File: src/rtl/gb_vga_scaler.sv
// gb_vga_scaler: VGA timing plus integer-scaled, centred GB framebuffer.
// Define GB_SCALER_BORDER_EN for a 1-pixel coloured outline around the window.
module gb_vga_scaler #(
  parameter int H_PIXELS = 640,
  parameter int H_FP     = 16,
  parameter int H_PULSE  = 96,
  parameter int H_BP     = 48,
  parameter int H_POL    = 0,
  parameter int V_PIXELS = 480,
  parameter int V_FP     = 10,
  parameter int V_PULSE  = 2,
  parameter int V_BP     = 33,
  parameter int V_POL    = 1,
  parameter int SRC_W    = 160,
  parameter int SRC_H    = 144,
  parameter int SCALE    = 2,
  parameter int ADDR_W   = 15
) (
  input  logic              CLK_25MHz,
  input  logic              reset,
  output logic [ADDR_W-1:0] fb_raddr,
  input  logic [1:0]        fb_rdata,
  input  logic [1:0]        palette_sel,
  output logic [1:0]        vga_r,
  output logic [1:0]        vga_g,
  output logic [1:0]        vga_b,
  output logic              vga_hs,
  output logic              vga_vs,
  output logic              vga_de,
  output logic              frame_start
);

  localparam int H_TOTAL = H_PIXELS + H_FP + H_PULSE + H_BP;
  localparam int V_TOTAL = V_PIXELS + V_FP + V_PULSE + V_BP;
  localparam int WIN_W   = SRC_W * SCALE;
  localparam int WIN_H   = SRC_H * SCALE;
  localparam int X0      = (H_PIXELS - WIN_W) / 2;
  localparam int Y0      = (V_PIXELS - WIN_H) / 2;
  localparam int HW      = $clog2(H_TOTAL);
  localparam int VW      = $clog2(V_TOTAL);

  if (SCALE < 1 || SCALE > 3 ||
      WIN_W > H_PIXELS || WIN_H > V_PIXELS ||
      SRC_W * SRC_H > (1 << ADDR_W)) begin : g_cfg_err
    $error("gb_vga_scaler: window or address width out of range");
  end

  typedef logic [HW-1:0]     hc_t;
  typedef logic [VW-1:0]     vc_t;
  typedef logic [ADDR_W-1:0] ad_t;

  localparam hc_t H_LAST = hc_t'(H_TOTAL - 1);
  localparam hc_t H_ACT  = hc_t'(H_PIXELS - 1);
  localparam hc_t HS_B   = hc_t'(H_PIXELS + H_FP);
  localparam hc_t HS_E   = hc_t'(H_PIXELS + H_FP + H_PULSE - 1);
  localparam hc_t X_B    = hc_t'(X0);
  localparam hc_t X_E    = hc_t'(X0 + WIN_W - 1);
  localparam vc_t V_LAST = vc_t'(V_TOTAL - 1);
  localparam vc_t V_ACT  = vc_t'(V_PIXELS - 1);
  localparam vc_t VS_B   = vc_t'(V_PIXELS + V_FP);
  localparam vc_t VS_E   = vc_t'(V_PIXELS + V_FP + V_PULSE - 1);
  localparam vc_t Y_B    = vc_t'(Y0);
  localparam vc_t Y_E    = vc_t'(Y0 + WIN_H - 1);

  localparam logic       HPOL     = (H_POL != 0);
  localparam logic       VPOL     = (V_POL != 0);
  localparam logic [1:0] SC_M1    = 2'(SCALE - 1);
  localparam ad_t        ROW_STEP = ad_t'(SRC_W);

  logic       run;
  hc_t        h;
  vc_t        v;
  vc_t        v_nxt;
  logic       h_last;
  logic       x_in;
  logic       y_in;
  ad_t        col;
  ad_t        row_base;
  logic [1:0] sx;
  logic [1:0] sy;
  logic [1:0] pal_q;

  logic win1, de1, hs1, vs1, fs1;
  logic win2, de2, hs2, vs2, fs2;
  logic [5:0] pal_px;
  logic [5:0] rgb_n;

  assign h_last = (h == H_LAST);
  assign v_nxt  = (v == V_LAST) ? '0 : v + vc_t'(1);
  assign x_in   = (h >= X_B) && (h <= X_E);
  assign y_in   = (v >= Y_B) && (v <= Y_E);

  // run holds the counters at (0,0) for the first edge after reset.
  always_ff @(posedge CLK_25MHz) begin
    if (reset) begin
      run      <= 1'b0;
      h        <= '0;
      v        <= '0;
      col      <= '0;
      sx       <= '0;
      row_base <= '0;
      sy       <= '0;
    end else begin
      run <= 1'b1;
      if (run) begin
        if (x_in) begin
          if (sx == SC_M1) begin
            sx  <= '0;
            col <= col + ad_t'(1);
          end else begin
            sx <= sx + 2'd1;
          end
        end
        if (h_last) begin
          h   <= '0;
          v   <= v_nxt;
          sx  <= '0;
          col <= '0;
          if (y_in) begin
            if (sy == SC_M1) begin
              sy       <= '0;
              row_base <= row_base + ROW_STEP;
            end else begin
              sy <= sy + 2'd1;
            end
          end
          if (v_nxt == Y_B) begin
            sy       <= '0;
            row_base <= '0;
          end
        end else begin
          h <= h + hc_t'(1);
        end
      end
    end
  end

  always_ff @(posedge CLK_25MHz) begin
    if (reset) begin
      pal_q <= '0;
    end else if (run && h == '0 && v == '0) begin
      pal_q <= palette_sel;
    end
  end

  always_ff @(posedge CLK_25MHz) begin
    if (reset) begin
      fb_raddr <= '0;
      win1     <= 1'b0;
      de1      <= 1'b0;
      hs1      <= ~HPOL;
      vs1      <= ~VPOL;
      fs1      <= 1'b0;
    end else if (run) begin
      if (x_in && y_in) begin
        fb_raddr <= row_base + col;
      end
      win1 <= x_in && y_in;
      de1  <= (h <= H_ACT) && (v <= V_ACT);
      hs1  <= (h >= HS_B && h <= HS_E) ? HPOL : ~HPOL;
      vs1  <= (v >= VS_B && v <= VS_E) ? VPOL : ~VPOL;
      fs1  <= (h == '0) && (v == '0);
    end
  end

  always_ff @(posedge CLK_25MHz) begin
    if (reset) begin
      win2 <= 1'b0;
      de2  <= 1'b0;
      hs2  <= ~HPOL;
      vs2  <= ~VPOL;
      fs2  <= 1'b0;
    end else begin
      win2 <= win1;
      de2  <= de1;
      hs2  <= hs1;
      vs2  <= vs1;
      fs2  <= fs1;
    end
  end

`ifdef GB_SCALER_BORDER_EN
  localparam hc_t X_L = hc_t'(X0 - 1);
  localparam hc_t X_R = hc_t'(X0 + WIN_W);
  localparam vc_t Y_T = vc_t'(Y0 - 1);
  localparam vc_t Y_M = vc_t'(Y0 + WIN_H);

  // 1 = side column, 2 = top row, 3 = bottom row; corners never match.
  logic [1:0] bord0, bord1, bord2;

  always_comb begin
    bord0 = 2'd0;
    unique case (1'b1)
      ((h == X_L) || (h == X_R)) && y_in: bord0 = 2'd1;
      (v == Y_T) && x_in:                 bord0 = 2'd2;
      (v == Y_M) && x_in:                 bord0 = 2'd3;
      default:                            bord0 = 2'd0;
    endcase
  end

  always_ff @(posedge CLK_25MHz) begin
    if (reset) begin
      bord1 <= '0;
      bord2 <= '0;
    end else begin
      if (run) begin
        bord1 <= bord0;
      end
      bord2 <= bord1;
    end
  end
`endif

  always_comb begin
    pal_px = '0;
    unique case (pal_q)
      2'd1: begin
        unique case (fb_rdata)
          2'd0:    pal_px = 6'b10_11_01;
          2'd1:    pal_px = 6'b01_10_01;
          2'd2:    pal_px = 6'b00_01_00;
          default: pal_px = 6'b00_00_00;
        endcase
      end
      2'd2:    pal_px = {3{fb_rdata}};
      default: pal_px = {3{~fb_rdata}};
    endcase
  end

  always_comb begin
    rgb_n = '0;
    unique case (1'b1)
      !de2: rgb_n = '0;
      win2: rgb_n = pal_px;
`ifdef GB_SCALER_BORDER_EN
      default: begin
        unique case (bord2)
          2'd1:    rgb_n = 6'b11_00_00;
          2'd2:    rgb_n = 6'b00_11_00;
          2'd3:    rgb_n = 6'b11_11_00;
          default: rgb_n = 6'b00_00_00;
        endcase
      end
`else
      default: rgb_n = '0;
`endif
    endcase
  end

  always_ff @(posedge CLK_25MHz) begin
    if (reset) begin
      vga_r       <= '0;
      vga_g       <= '0;
      vga_b       <= '0;
      vga_hs      <= ~HPOL;
      vga_vs      <= ~VPOL;
      vga_de      <= 1'b0;
      frame_start <= 1'b0;
    end else begin
      {vga_r, vga_g, vga_b} <= rgb_n;
      vga_hs      <= hs2;
      vga_vs      <= vs2;
      vga_de      <= de2;
      frame_start <= fs2;
    end
  end

endmodule

File: config.mk
export PLATFORM = sky130hd
export DESIGN_NAME = gb_vga_scaler
export DESIGN_NICKNAME = d
export VERILOG_FILES = /design/src/rtl/gb_vga_scaler.sv
export SDC_FILE = /design/constraint.sdc
export NUM_CORES = 1
export LEC_CHECK = 0
export ABC_AREA = 1
export ABC_CLOCK_PERIOD_IN_PS = 1840
export CAP_MARGIN = 30
export CORE_MARGIN = 4
export CORE_UTILIZATION = 40
export DETAILED_ROUTE_END_ITERATION = 8
export GPL_TIMING_DRIVEN = 0
export PLACE_DENSITY = 0.63
export SKIP_CTS_REPAIR_TIMING = 1
export SLEW_MARGIN = 20
export SYNTH_ARGS = -nofsm -noshare
export SYNTH_HDL_FRONTEND = slang
export SYNTH_SLANG_ARGS = --single-unit
File: constraint.sdc
create_clock -name CLK_25MHz -period 1.84 [get_ports CLK_25MHz]
set_input_delay 0.276 -clock CLK_25MHz [delete_from_list [all_inputs] [get_ports CLK_25MHz]]
set_output_delay 0.276 -clock CLK_25MHz [all_outputs]
set_load 0.1 [all_outputs]
==> out/qor.csv <==
metric,value,unit
nFillCells,1012,
status,"complete, but fails checks",
switching_power,0.880,mW
ys_seq_elements,87,
layout_common_cells,"nand2_1, inv_1, dfxtp_1, nor2_1, a21oi_1",
synth-seq-area-share,38.8,%
multiInputGateArea,0.00266,mm^2
nNetsFinal,721,
grt_use_met2,26.8,%
cts_sinks,87,
drv_cap,0,
max_stage_delay,0.40,ns
drt.antenna.violating_nets,0,
gr-total-overflow,0,
path_class,reg -> reg,
layout-drive-gt1-share,21.1,%
crit_path_max_fanout,8,
irDropWorstVdd,0.000306,V
finalSetupViolCount,13,
fin_area,0.00576,mm^2
routedWlPerCell,13.7,um
cts.clk_slew.worst_paths,0.09,ns
yosysWarningCount,0,
r2r_slack,-0.18,ns
grt_pass1_vias,3770,
post-route-period-util,110,%
hp-start,reset,
leakage,2.81,nW
hold_viol,0,
critPathLaunchType,register,
hold_ws,0.332,ns
via_count,4333,
p_int,2.45,mW
sequential_cell_area,0.00177,mm^2
pwr-share-seq,57.4,%
cts_tree,yes,
required,2.07,ns
violations,negative setup slack,
top_usage_layer,met2,
final_cells,843,
crit_chain,ha_4 -> nand2_4 -> nor2_4 -> nand2_1 -> nand2_2 -> nand2_2 -> nor2_4 -> nand2_2 -> nor2_4 -> nand2_4 -> o21ai_4 -> nand2_4 -> nand2_1 -> a21oi_1,
endpoint,row_base[7]$_SDFFE_PP0P_,
synthCells,636,
die_x,114,um
crit_slowest_cell,dfxtp_4,
yosys.area_share.simple,30.7,%
syn_area,0.00449,mm^2
slew_headroom,34.8,%
finalCriticalPeriod,2.02,ns
synth-compound-area-share,13.1,%
die_area,0.0130,mm^2
cts.htree.levels,3,
grt_usage,16.9,%
clock_skew,0.00663,ns
grt_pass1_wl,17.7,mm
drt_iter0_markers,284,
worst_slack,-0.180,ns
avgSynthCellArea,7.05,um^2
cts_buffer_depth,2,
end_kind,register,
grtUsageMet1,23.1,%
dieHeight,114,um
hpwlAfterDp,7.99,mm
antenna_found_initial,0,
met3_usage,2.81,%
cts_buffers,9,
rr_worst_depth,14,
grt_max_degree,17,
start_util,41.2,%
yosys.area_share.adder,4.74,%
ios,31,
rsz0062_at_grt,yes,
p_sw_share,26.4,%
max_freq,495,MHz
synthMuxAreaShare,0,%
worst_slew_pin_slew,0.976,ns
hold_path_class,in -> reg,
worstReg2RegStart,v[0]$_SDFFE_PP0P_,
dp.cells,805,
syn_nets,659,
rows,38,
final_common_cell,nand2_1,
firstDrtPassIters,4,
finalSetupTns,-1.66,ns
reg2reg_to,row_base[7]$_SDFFE_PP0P_,
startpoint,v[0]$_SDFFE_PP0P_,
area.growth.synth_to_final,28.5,%
drc,0,
crit_arrival,2.25,ns
root_buffer,clkbuf_8,
clkLatencyLatePin,0.37,ns
placed_cell_area,0.00495,mm^2
port_buffers,29,
core,0.0109,mm^2
synth-xor-area-share,4.10,%
power_frac_clock,37.8,%
gp_congestion,0.864,
power_frac_comb,4.8,%
synth_top_family_by_area,simple AND/OR/NAND/NOR gates,
power_density,578,mW/mm^2
synthDistinctLibCells,39,
antennaDiodeCount,0,
maxSlewViolCount,0,
viasPerCell,5.14,
routed_wl,11.5,mm
[final cells by class]
cell class	instances	share of cell area (%)
tap	140	3.04
clock buffer	9	2.15
sequential	87	30.8
inverter	87	5.99
buffer	10	1.28
timing repair buffer	52	9.62
clock inverter	7	0.955
multi-input combinational	451	46.2
[cells in the mapped netlist]
library cell,count,share of area (%)
inv_1,82,6.9
xor2_1,13,2.5
a2111oi_0,2,0.39
xnor2_1,8,1.6
nor2_4,6,1.5
a31oi_1,1,0.14
nand2_4,1,0.25
o211ai_1,1,0.17
clkinv_1,1,0.084
nand3b_1,6,1.0
nor2_2,4,0.56
nor2_1,77,6.4
nand2_2,6,0.84
nand4_1,11,1.5
nor3b_1,1,0.17
nor4_1,3,0.42
nand4_2,1,0.28
inv_2,4,0.33
o21ai_0,37,4.1
o21a_1,1,0.17
or2_2,3,0.42
clkbuf_1,3,0.25
a211oi_1,2,0.33
nand3_2,1,0.22
o21ai_1,2,0.22
buf_2,4,0.45
o22ai_1,8,1.1
a31o_2,1,0.20
buf_1,2,0.17
ha_1,17,4.7
o31ai_1,1,0.17
nand3_1,44,4.9
o21ai_4,1,0.36
a21o_1,3,0.50
dfxtp_1,87,39
buf_4,2,0.33
nand2_1,131,11
a21oi_1,47,5.2
nor3_1,11,1.2
[power groups by stage]
stage	combinational, mW	clock [mW]	sequential, mW
after global routing	0.178	1.35	1.91
after CTS	0.145	1.29	1.91
after global placement	0.141	0	1.96
after floorplan	0.0789	0	1.97
after detailed placement	0.144	0	1.96
final	0.161	1.26	1.91
[metrics by stage]
stage,utilization [%],power (mW),worst slack [ns]
3_3_place_gp,45.5,2.10,-0.367
5_1_grt,52.9,3.44,-0.300
3_5_place_dp,45.5,2.10,-0.346
6_report,52.9,3.33,-0.180
2_1_floorplan,-,2.05,0.0678
4_1_cts,47.1,3.34,-0.365
[metal layers]
| layer | share of wire, % | up-vias | wire (um) |
|---|---|---|---|
| li1 | - | 2200 | - |
| met1 | 47 | 2010 | 5360 |
| met2 | 46 | 105 | 5320 |
| met3 | 5.4 | 18 | 620 |
| met4 | 1.8 | 0 | 207 |
| met5 | 0 | - | 0 |
[worst min-delay path by stage]
stage	end	slack [ns]	cells past startpoint
detailed placement	frame_start$_SDFF_PP0_	0.39	2
global route	fs2$_SDFF_PP0_	0.38	2
floorplan	vga_b[1]$_SDFF_PP0_	0.38	1
finish	fs2$_SDFF_PP0_	0.33	2
global placement	vga_vs$_SDFF_PP0_	0.39	2
CTS	fs2$_SDFF_PP0_	0.33	2
[worst max-delay path: cells and delay by family (launching register included)]
| kind | cells | cell delay (ns) |
|---|---|---|
| simple gates | 11 | 1.10 |
| compound gates | 2 | 0.20 |
| fa+ha+maj | 1 | 0.17 |
| flops | 1 | 0.40 |
[sequential cells by signal, indices dropped and copies added (netlist names), 2 cells and up]
signal,flops
vga_g,2
sx,2
vga_b,2
col,15
row_base,10
vga_r,2
pal_q,2
sy,2
v,10
fb_raddr,15
h,10
[logic make-up (layout without fill, tap and decap cells)]
group | Yosys count | count (layout)
AO/OA/AOI/OAI | 107 | 107
XOR/XNOR | 21 | 21
adder cells (fa/ha/maj) | 17 | 17
buffers and inverters | 98 | 165
flip-flops | 87 | 87
AND/OR/NAND/NOR | 306 | 306
Power figures use the tool's default switching activity.
